## config.mk

```make
export PLATFORM = sky130hd
export DESIGN_NAME = armleocpu_alu_issue
export DESIGN_NICKNAME = d
export VERILOG_FILES = /design/src/rtl/armleocpu_alu_issue_pkg.sv /design/src/rtl/armleocpu_alu_issue_decode.sv /design/src/rtl/armleocpu_alu_issue.sv
export SDC_FILE = /design/constraint.sdc
export NUM_CORES = 1
export LEC_CHECK = 0
export CAP_MARGIN = 30
export CORE_MARGIN = 3
export CORE_UTILIZATION = 35
export DETAILED_ROUTE_END_ITERATION = 16
export PLACE_DENSITY_LB_ADDON = 0.25
export SLEW_MARGIN = 20
export SYNTH_ARGS = -nofsm -noshare
export SYNTH_HDL_FRONTEND = slang
export SYNTH_SLANG_ARGS = --single-unit
```

## constraint.sdc

```tcl
create_clock -name clk -period 4.8 [get_ports clk]
set_input_delay 0.96 -clock clk [delete_from_list [all_inputs] [get_ports clk]]
set_output_delay 0.96 -clock clk [all_outputs]
set_load 0.005 [all_outputs]
```

## src/rtl/armleocpu_alu_issue_pkg.sv

```systemverilog
// Shared ALU select codes, opcode constants and the issue bundle type.
// Also holds the funct3 -> ALU select mapping shared by OP and OP-IMM.
package armleocpu_alu_issue_pkg;

   localparam int ARMLEOCPU_ALU_SELECT_WIDTH = 4;

   localparam logic [ARMLEOCPU_ALU_SELECT_WIDTH-1:0] ALU_SEL_ADD  = 4'd0;
   localparam logic [ARMLEOCPU_ALU_SELECT_WIDTH-1:0] ALU_SEL_SUB  = 4'd1;
   localparam logic [ARMLEOCPU_ALU_SELECT_WIDTH-1:0] ALU_SEL_SLT  = 4'd2;
   localparam logic [ARMLEOCPU_ALU_SELECT_WIDTH-1:0] ALU_SEL_SLTU = 4'd3;
   localparam logic [ARMLEOCPU_ALU_SELECT_WIDTH-1:0] ALU_SEL_SLL  = 4'd4;
   localparam logic [ARMLEOCPU_ALU_SELECT_WIDTH-1:0] ALU_SEL_SRA  = 4'd5;
   localparam logic [ARMLEOCPU_ALU_SELECT_WIDTH-1:0] ALU_SEL_SRL  = 4'd6;
   localparam logic [ARMLEOCPU_ALU_SELECT_WIDTH-1:0] ALU_SEL_XOR  = 4'd7;
   localparam logic [ARMLEOCPU_ALU_SELECT_WIDTH-1:0] ALU_SEL_OR   = 4'd8;
   localparam logic [ARMLEOCPU_ALU_SELECT_WIDTH-1:0] ALU_SEL_AND  = 4'd9;

   localparam logic [6:0] OPCODE_OP     = 7'b0110011;
   localparam logic [6:0] OPCODE_OP_IMM = 7'b0010011;
   localparam logic [6:0] OPCODE_LUI    = 7'b0110111;
   localparam logic [6:0] OPCODE_AUIPC  = 7'b0010111;

   typedef struct packed {
      logic [ARMLEOCPU_ALU_SELECT_WIDTH-1:0] select_result;
      logic        select_imm;
      logic        shamt_sel;
      logic [4:0]  shamt;
      logic [31:0] op1;
      logic [31:0] op2;
      logic [4:0]  rd;
      logic        illegal;
   } alu_bundle_t;

   // alt is instr[30]; allow_sub is false for OP-IMM, where 000 is always ADDI.
   function automatic logic [ARMLEOCPU_ALU_SELECT_WIDTH-1:0] alu_select_from_funct3(
      input logic [2:0] funct3,
      input logic       alt,
      input logic       allow_sub
   );
      logic [ARMLEOCPU_ALU_SELECT_WIDTH-1:0] sel;
      case (funct3)
         3'b000:  sel = (alt && allow_sub) ? ALU_SEL_SUB : ALU_SEL_ADD;
         3'b001:  sel = ALU_SEL_SLL;
         3'b010:  sel = ALU_SEL_SLT;
         3'b011:  sel = ALU_SEL_SLTU;
         3'b100:  sel = ALU_SEL_XOR;
         3'b101:  sel = alt ? ALU_SEL_SRA : ALU_SEL_SRL;
         3'b110:  sel = ALU_SEL_OR;
         default: sel = ALU_SEL_AND;
      endcase
      return sel;
   endfunction

endpackage

```

## src/rtl/armleocpu_alu_issue_decode.sv

```systemverilog
// Combinational decode of OP / OP-IMM / LUI / AUIPC into an ALU bundle.
// ARMLEOCPU_ALU_ISSUE_ILLEGAL_CHECK_EN enables illegal-encoding detection.
module armleocpu_alu_issue_decode
   import armleocpu_alu_issue_pkg::*;
(
   input  logic [31:0] instr,
   input  logic [31:0] pc,
   input  logic [31:0] rs1_data,
   input  logic [31:0] rs2_data,
   output alu_bundle_t bundle
);

   logic [6:0] opcode;
   logic [2:0] funct3;
   logic [6:0] funct7;
   logic       illegal;
   logic       unused_bits;

   assign opcode = instr[6:0];
   assign funct3 = instr[14:12];
   assign funct7 = instr[31:25];
   // rs1 index is resolved upstream; only its data arrives here.
   assign unused_bits = ^{instr[19:15], funct7};

   always_comb begin
      bundle               = '0;
      bundle.select_result = ALU_SEL_ADD;
      bundle.shamt         = instr[24:20];
      bundle.rd            = instr[11:7];
      illegal              = 1'b0;
      case (opcode)
         OPCODE_OP: begin
            bundle.op1           = rs1_data;
            bundle.op2           = rs2_data;
            bundle.shamt_sel     = 1'b1;
            bundle.select_result = alu_select_from_funct3(funct3, instr[30], 1'b1);
`ifdef ARMLEOCPU_ALU_ISSUE_ILLEGAL_CHECK_EN
            illegal = !((funct7 == 7'b0000000) ||
                        ((funct7 == 7'b0100000) && ((funct3 == 3'b000) || (funct3 == 3'b101))));
`endif
         end
         OPCODE_OP_IMM: begin
            bundle.op1           = rs1_data;
            bundle.op2           = {{20{instr[31]}}, instr[31:20]};
            bundle.select_imm    = 1'b1;
            bundle.select_result = alu_select_from_funct3(funct3, instr[30], 1'b0);
`ifdef ARMLEOCPU_ALU_ISSUE_ILLEGAL_CHECK_EN
            if (funct3 == 3'b001)
               illegal = (funct7 != 7'b0000000);
            else if (funct3 == 3'b101)
               illegal = (funct7 != 7'b0000000) && (funct7 != 7'b0100000);
`endif
         end
         OPCODE_LUI: begin
            bundle.op2        = {instr[31:12], 12'b0};
            bundle.select_imm = 1'b1;
         end
         OPCODE_AUIPC: begin
            bundle.op1        = pc;
            bundle.op2        = {instr[31:12], 12'b0};
            bundle.select_imm = 1'b1;
         end
         default: begin
`ifdef ARMLEOCPU_ALU_ISSUE_ILLEGAL_CHECK_EN
            illegal = 1'b1;
`endif
         end
      endcase
      // Illegal entries reach the ALU as a harmless 0 + 0.
      if (illegal) begin
         bundle.select_result = ALU_SEL_ADD;
         bundle.op1           = '0;
         bundle.op2           = '0;
      end
      bundle.illegal = illegal;
   end

endmodule

```

## src/rtl/armleocpu_alu_issue.sv

```systemverilog
// ALU issue stage: decode feeding a two-entry skid buffer (main + skid).
// Optional illegal-encoding check: ARMLEOCPU_ALU_ISSUE_ILLEGAL_CHECK_EN.
module armleocpu_alu_issue
   import armleocpu_alu_issue_pkg::*;
#(
   parameter bit RESET_IN_READY = 1'b1
)(
   input  logic                                  clk,
   input  logic                                  rst,
   input  logic                                  flush,
   input  logic                                  in_valid,
   output logic                                  in_ready,
   input  logic [31:0]                           in_instr,
   input  logic [31:0]                           in_pc,
   input  logic [31:0]                           in_rs1_data,
   input  logic [31:0]                           in_rs2_data,
   output logic                                  out_valid,
   input  logic                                  out_ready,
   output logic [ARMLEOCPU_ALU_SELECT_WIDTH-1:0] out_select_result,
   output logic                                  out_select_imm,
   output logic                                  out_shamt_sel,
   output logic [4:0]                            out_shamt,
   output logic [31:0]                           out_op1,
   output logic [31:0]                           out_op2,
   output logic [4:0]                            out_rd,
   output logic                                  out_illegal
);

   typedef enum logic [1:0] {ST_EMPTY, ST_ONE, ST_TWO} issue_state_t;

   issue_state_t state_reg, state_next;
   logic         in_ready_reg, in_ready_next;
   alu_bundle_t  main_reg, skid_reg, dec_bundle;
   logic         in_fire, out_fire;
   logic         main_load_dec, main_load_skid, skid_load;

   armleocpu_alu_issue_decode u_decode (
      .instr    (in_instr),
      .pc       (in_pc),
      .rs1_data (in_rs1_data),
      .rs2_data (in_rs2_data),
      .bundle   (dec_bundle)
   );

   assign in_fire  = in_valid && in_ready_reg;
   assign out_fire = out_valid && out_ready;

   always_comb begin
      state_next     = state_reg;
      main_load_dec  = 1'b0;
      main_load_skid = 1'b0;
      skid_load      = 1'b0;
      case (state_reg)
         ST_EMPTY: if (in_fire) begin
            state_next    = ST_ONE;
            main_load_dec = 1'b1;
         end
         ST_ONE: begin
            if (in_fire && out_fire) begin
               main_load_dec = 1'b1;
            end else if (in_fire) begin
               state_next = ST_TWO;
               skid_load  = 1'b1;
            end else if (out_fire) begin
               state_next = ST_EMPTY;
            end
         end
         ST_TWO: if (out_fire) begin
            state_next     = ST_ONE;
            main_load_skid = 1'b1;
         end
         default: state_next = ST_EMPTY;
      endcase
      // Flush drops everything, including a same-cycle input.
      if (flush) begin
         state_next     = ST_EMPTY;
         main_load_dec  = 1'b0;
         main_load_skid = 1'b0;
         skid_load      = 1'b0;
      end
      in_ready_next = (state_next != ST_TWO);
   end

   always_ff @(posedge clk) begin
      if (rst) begin
         state_reg    <= ST_EMPTY;
         in_ready_reg <= RESET_IN_READY;
         main_reg     <= '0;
         skid_reg     <= '0;
      end else begin
         state_reg    <= state_next;
         in_ready_reg <= in_ready_next;
         if (main_load_dec)
            main_reg <= dec_bundle;
         else if (main_load_skid)
            main_reg <= skid_reg;
         if (skid_load)
            skid_reg <= dec_bundle;
      end
   end

   assign in_ready          = in_ready_reg;
   assign out_valid         = (state_reg != ST_EMPTY);
   assign out_select_result = main_reg.select_result;
   assign out_select_imm    = main_reg.select_imm;
   assign out_shamt_sel     = main_reg.shamt_sel;
   assign out_shamt         = main_reg.shamt;
   assign out_op1           = main_reg.op1;
   assign out_op2           = main_reg.op2;
   assign out_rd            = main_reg.rd;
   assign out_illegal       = main_reg.illegal;

endmodule

```

Yosys cells after proc, flatten, opt, wreduce, memory -nomap -nowiden

Index checks and enable logic that the tools add are counted.

Bits in registers: 163
Bits of input ports: 133
Logic and storage cells: 67

Equal/unequal tests: 13
Muxes and demuxes: 28
Reduce and logical (&&, ||, !) cells: 10

Operators with widths:

| kind                                          | number |
|---|---|
| 2-to-1 mux 81 bit                             | 2 |
| case mux 32 bit (3 select lines)              | 1 |
| case mux 32 bit (2 select lines)              | 1 |
| case mux 4 bit (7 select lines)               | 2 |
| == test 7 x 5 -> 1 bit, second input constant | 2 |
| == test 7 x 6 -> 1 bit, second input constant | 2 |
| 2-to-1 mux 2 bit                              | 7 |
| 2-to-1 mux 1 bit                              | 12 |
| == test 3 bit, second input constant          | 3 |
| case mux 4 bit (2 select lines)               | 1 |
| == test 3 x 2 -> 1 bit, second input constant | 2 |
| case mux 2 bit (3 select lines)               | 1 |
| nonzero test 2 bit                            | 2 |
| OR reduction 2 bit                            | 2 |
| == test 3 x 1 -> 1 bit, second input constant | 1 |
| logical AND 1 bit                             | 3 |
| logical NOT 3 bit                             | 1 |
| OR reduction 3 bit                            | 1 |
| == test 2 x 1 -> 1 bit, second input constant | 1 |
| == test 2 bit, second input constant          | 1 |
| logical NOT 2 bit                             | 1 |
| inequality test 2 bit, second input constant  | 1 |
| case mux 1 bit (2 select lines)               | 1 |

Longest topological paths before layout

Depth in word-level cells: 8
Mapped depth: 6

Hierarchy

Synthesis repeated with hierarchy kept, for this count alone.

Cells, all modules: 1057
Area total of the unflattened synthesis: 8319.2 um^2

Modules (own cells, without submodules):

| module                     | instances | cells an instance | area an instance (um^2) |
|---|---|---|---|
| armleocpu_alu_issue        | 1         | 820               | 6957.9 |
| armleocpu_alu_issue_decode | 1         | 237               | 1361.3 |

Worst setup path after synthesis

No wires, ideal clock.

Path type: in2reg
From: input port in_instr[6]
To: register main_reg, in the netlist out_select_imm
Library setup time: 0.079 ns
Arrival: 2.113 ns
Data required time: 4.721 ns
Slack: 2.607 ns
Cell stages on the path: 6
Buffers on the path: 2
Path through: or3b_1 > buf_6 > buf_6 > nor3_1 > nor2_1 > a211oi_2

Word-level cells in the longest chain between the ends: 4

Ends and longest elaborated chain:

| item                                                                    | RTL line                         | source |
|---|---|---|
| from (decl)                                                             | armleocpu_alu_issue.sv:13        | `input logic [31:0] in_instr,` |
| == test 7 x 6 -> 1 bit / == test 7 x 5 -> 1 bit (equally long branches) | armleocpu_alu_issue_decode.sv:31 | `case (opcode)` |
| OR reduction 3 bit (no line) (*)                                        | n/a                              |  |
| 2-to-1 mux 1 bit (*)                                                    | armleocpu_alu_issue_decode.sv:31 |  |
| 2-to-1 mux 81 bit (*)                                                   | armleocpu_alu_issue.sv:93        | `if (main_load_dec)` |
| to (signal assigned)                                                    | armleocpu_alu_issue.sv:94        | `main_reg <= dec_bundle;` |
| to (signal assigned)                                                    | armleocpu_alu_issue.sv:96        | `main_reg <= skid_reg;` |
| to (decl)                                                               | armleocpu_alu_issue.sv:33        | `alu_bundle_t main_reg, skid_reg, dec_bundle;` |

Every way passes the cells marked *; elsewhere a longest branch is shown, timed or not.
A chain may end at the register's enable or synchronous reset.

Worst setup path in the final report

From: input port flush
To: register main_reg, in the netlist out_op2[25]

Word-level cells in the longest chain between the ends: 2

Ends and longest elaborated chain:

| item                                                           | RTL line                  | source |
|---|---|---|
| from (decl)                                                    | armleocpu_alu_issue.sv:10 | `input logic flush,` |
| 2-to-1 mux 1 bit                                               | armleocpu_alu_issue.sv:75 | `if (flush) begin` |
| 2-to-1 mux 81 bit / nonzero test 2 bit (equally long branches) | n/a                       |  |

Parallel ways exist; a longest one is shown, timed or not.

==> reports/metrics.cfg <==
[outcome]
status=completed

[synthesis]
syn_nets=1056
synth_cell_types=39
syn_area_sq_um=8280
yosysWarnings=0
syn_avg_cell_area_sq_um=8.97
yosysSeqAreaShare_pct=39.4
synth_top_area_share_pct=39.4
yosys-top-cells-area=dfxtp_1, a211oi_2, mux2i_1
synth-async-reset-ratio_pct=0
synth_top_area_cell=dfxtp_1
synth_top_flop_cell=dfxtp_1
synth_seq_cells=163
synth-edff-count=0
syn_inst=923

[global_route]
first_global_vias=6919
top_usage_layer=met2
grt.overflow.total=0
use_met2_pct=31.4
antenna_found_initial=2
grt_pass1_wl_um=39100
gr-usage-met1_pct=24.9
grt_max_degree=105
grtUsageTotal_pct=18.9
met3_usage_pct=4.15

[clock_network]
cts_sinks=163
cts_tree=yes
worstSkewPairLatency_ns=0.43
clk_path_buf_depth=2
cts_resized=0
ctsHoldBuffers=0
cts_buffers=17
cts_setup_buffers=0
cts_root_buf=clkbuf_16
clk_pin_slew_worst_paths_ns=0.07
htreeDepth=4

[critical_path]
crit_required_ns=5.09
worstSetupEndpointType=flop
slowest_stage=and4bb_4
worstSetupPathType=in -> reg
slowest_delay_ns=0.87
rr_worst_depth=5
critPathMaxFanout=59
start_kind=primary input
crit_chain=clkdlybuf4s50_1 > and4bb_4 > buf_12 > nor2b_1 > a211oi_1 > a211oi_2
cp_data_arrival_time_ns=3.26

[floorplanning]
die-area_sq_um=25500
row_count=55
start_util_pct=36.1
core_area_sq_um=22900
io_pins=216
die_x_um=160
die_height_um=160

[detailed_routing]
dr.pass1.iters=5
via_count=7306
first_iter_violations=539
ant_nets=0
wl_per_cell_um=17.7
vias_per_cell=5.20
drc=0
totalWireLength_um=24800

[sta]
slew_headroom_pct=49.9
setup_viol=0
whs_ns=0.452
tns_ns=0
worst_pin_slew_ns=0.751
post-route-period-util_pct=61.9
clock_skew_ns=0.00828
finalHoldViolCount=0
rsz0062_at_grt=no
drv_slew=0
fmax_mhz=337
min_period_ns=2.97

[finish]
multi_input_area_sq_um=4590
fillers=2177
final_common_cell=clkdlybuf4s50_1
drive_gt1_share_pct=12.7
final_cell_count_no_fill=1404
layout.nets=1210
area_delta_synth_final_pct=35.2
largest_reg_flops=80
seq_area_sq_um=3260
final_cell_mix=clkdlybuf4s50_1, dfxtp_1, nand2_1, a21oi_1, a211oi_1

[pwr]
cellLeakagePower_nw=3.55
peakVddDrop_v=0.000229
powerDensity_nw_per_um2=297

[place]
hpwl_um=16000
gp_congestion=0.766
dpl.cell_count=1366
port_buffers=214

[worst_hold_path]
whs_path_depth=2
hp-class=reg -> reg

[flow_run]
cap_violations=0

-- cell families (layout without fill, tap and decap cells) --
| group | count (synthesis) | count (layout) | synth area share [%] |
|---|---|---|---|
| AOI/OAI and AO/OA | 254 | 254 | 24.3 |
| other | 1 | 2 | 0.0453 |
| buffers and inverters | 96 | 263 | 5.53 |
| and+or+nand+nor | 337 | 337 | 21.8 |
| DFF | 163 | 163 | 39.4 |
| muxes | 72 | 72 | 8.89 |
-- worst max-delay path: cells and delay by family --
family                 cells  cell delay (ns)
and+or+nand+nor            2             0.97
buffers and inverters      2             0.94
AOI/OAI and AO/OA          2             0.36
-- synthesized netlist by cell type, types with 19 or more instances --
master	instances
a211o_1	19
a211oi_1	68
a211oi_2	64
a21oi_1	74
clkbuf_1	56
dfxtp_1	163
mux2i_1	60
nand2_1	111
nand2b_1	52
nand3_1	32
nand3b_1	56
nor2_1	44
nor2b_1	25
o21ai_1	22
-- stage by stage --
stage | util, % | worst slack [ns] | instance area (sq um) | power (mW)
floorplan | - | 2.61 | 8280 | 1.68
global placement | 45.8 | 1.43 | 10500 | 1.93
detailed placement | 45.8 | 1.40 | 10500 | 1.94
CTS | 48.4 | 1.84 | 11100 | 3.35
global route | 48.8 | 1.69 | 11200 | 3.46
finish | 48.8 | 1.83 | 11200 | 3.33
-- power by group --
group	internal, mW	switching [mW]	total (mW)
Sequential	1.40	0.0260	1.42
Combinational	0.269	0.218	0.487
Clock	0.826	0.589	1.42
-- path summary, 6_finish.rpt --
kind / start / to / slack (ns)
setup reg to reg: state_reg[1] / out_op2[25] / 2.65
hold / removal: skid_reg[37] / skid_reg[37] / 0.45
setup / recovery: flush / out_op2[25] / 1.83
hold reg to reg: skid_reg[37] / skid_reg[37] / 0.45
-- final cells by class --
type,count,share of cell area [%]
clock buffers,18,3.84
clock inverters,14,1.59
diodes,1,0.0224
inverters,2,0.0671
well taps,313,3.50
multi-input cells,664,41.0
repair buffers,229,20.8
flip-flops and latches,163,29.2
-- routing by layer --
metal | up-vias | part of all wire (%) | routed length [um]
met3 | 20 | 4.4 | 1080
met2 | 159 | 49 | 12200
met1 | 3511 | 45 | 11300
li1 | 3614 | - | -
met4 | 2 | 1.0 | 248
met5 | - | 0.052 | 13
No activity file was read; power rests on OpenSTA's default activity.
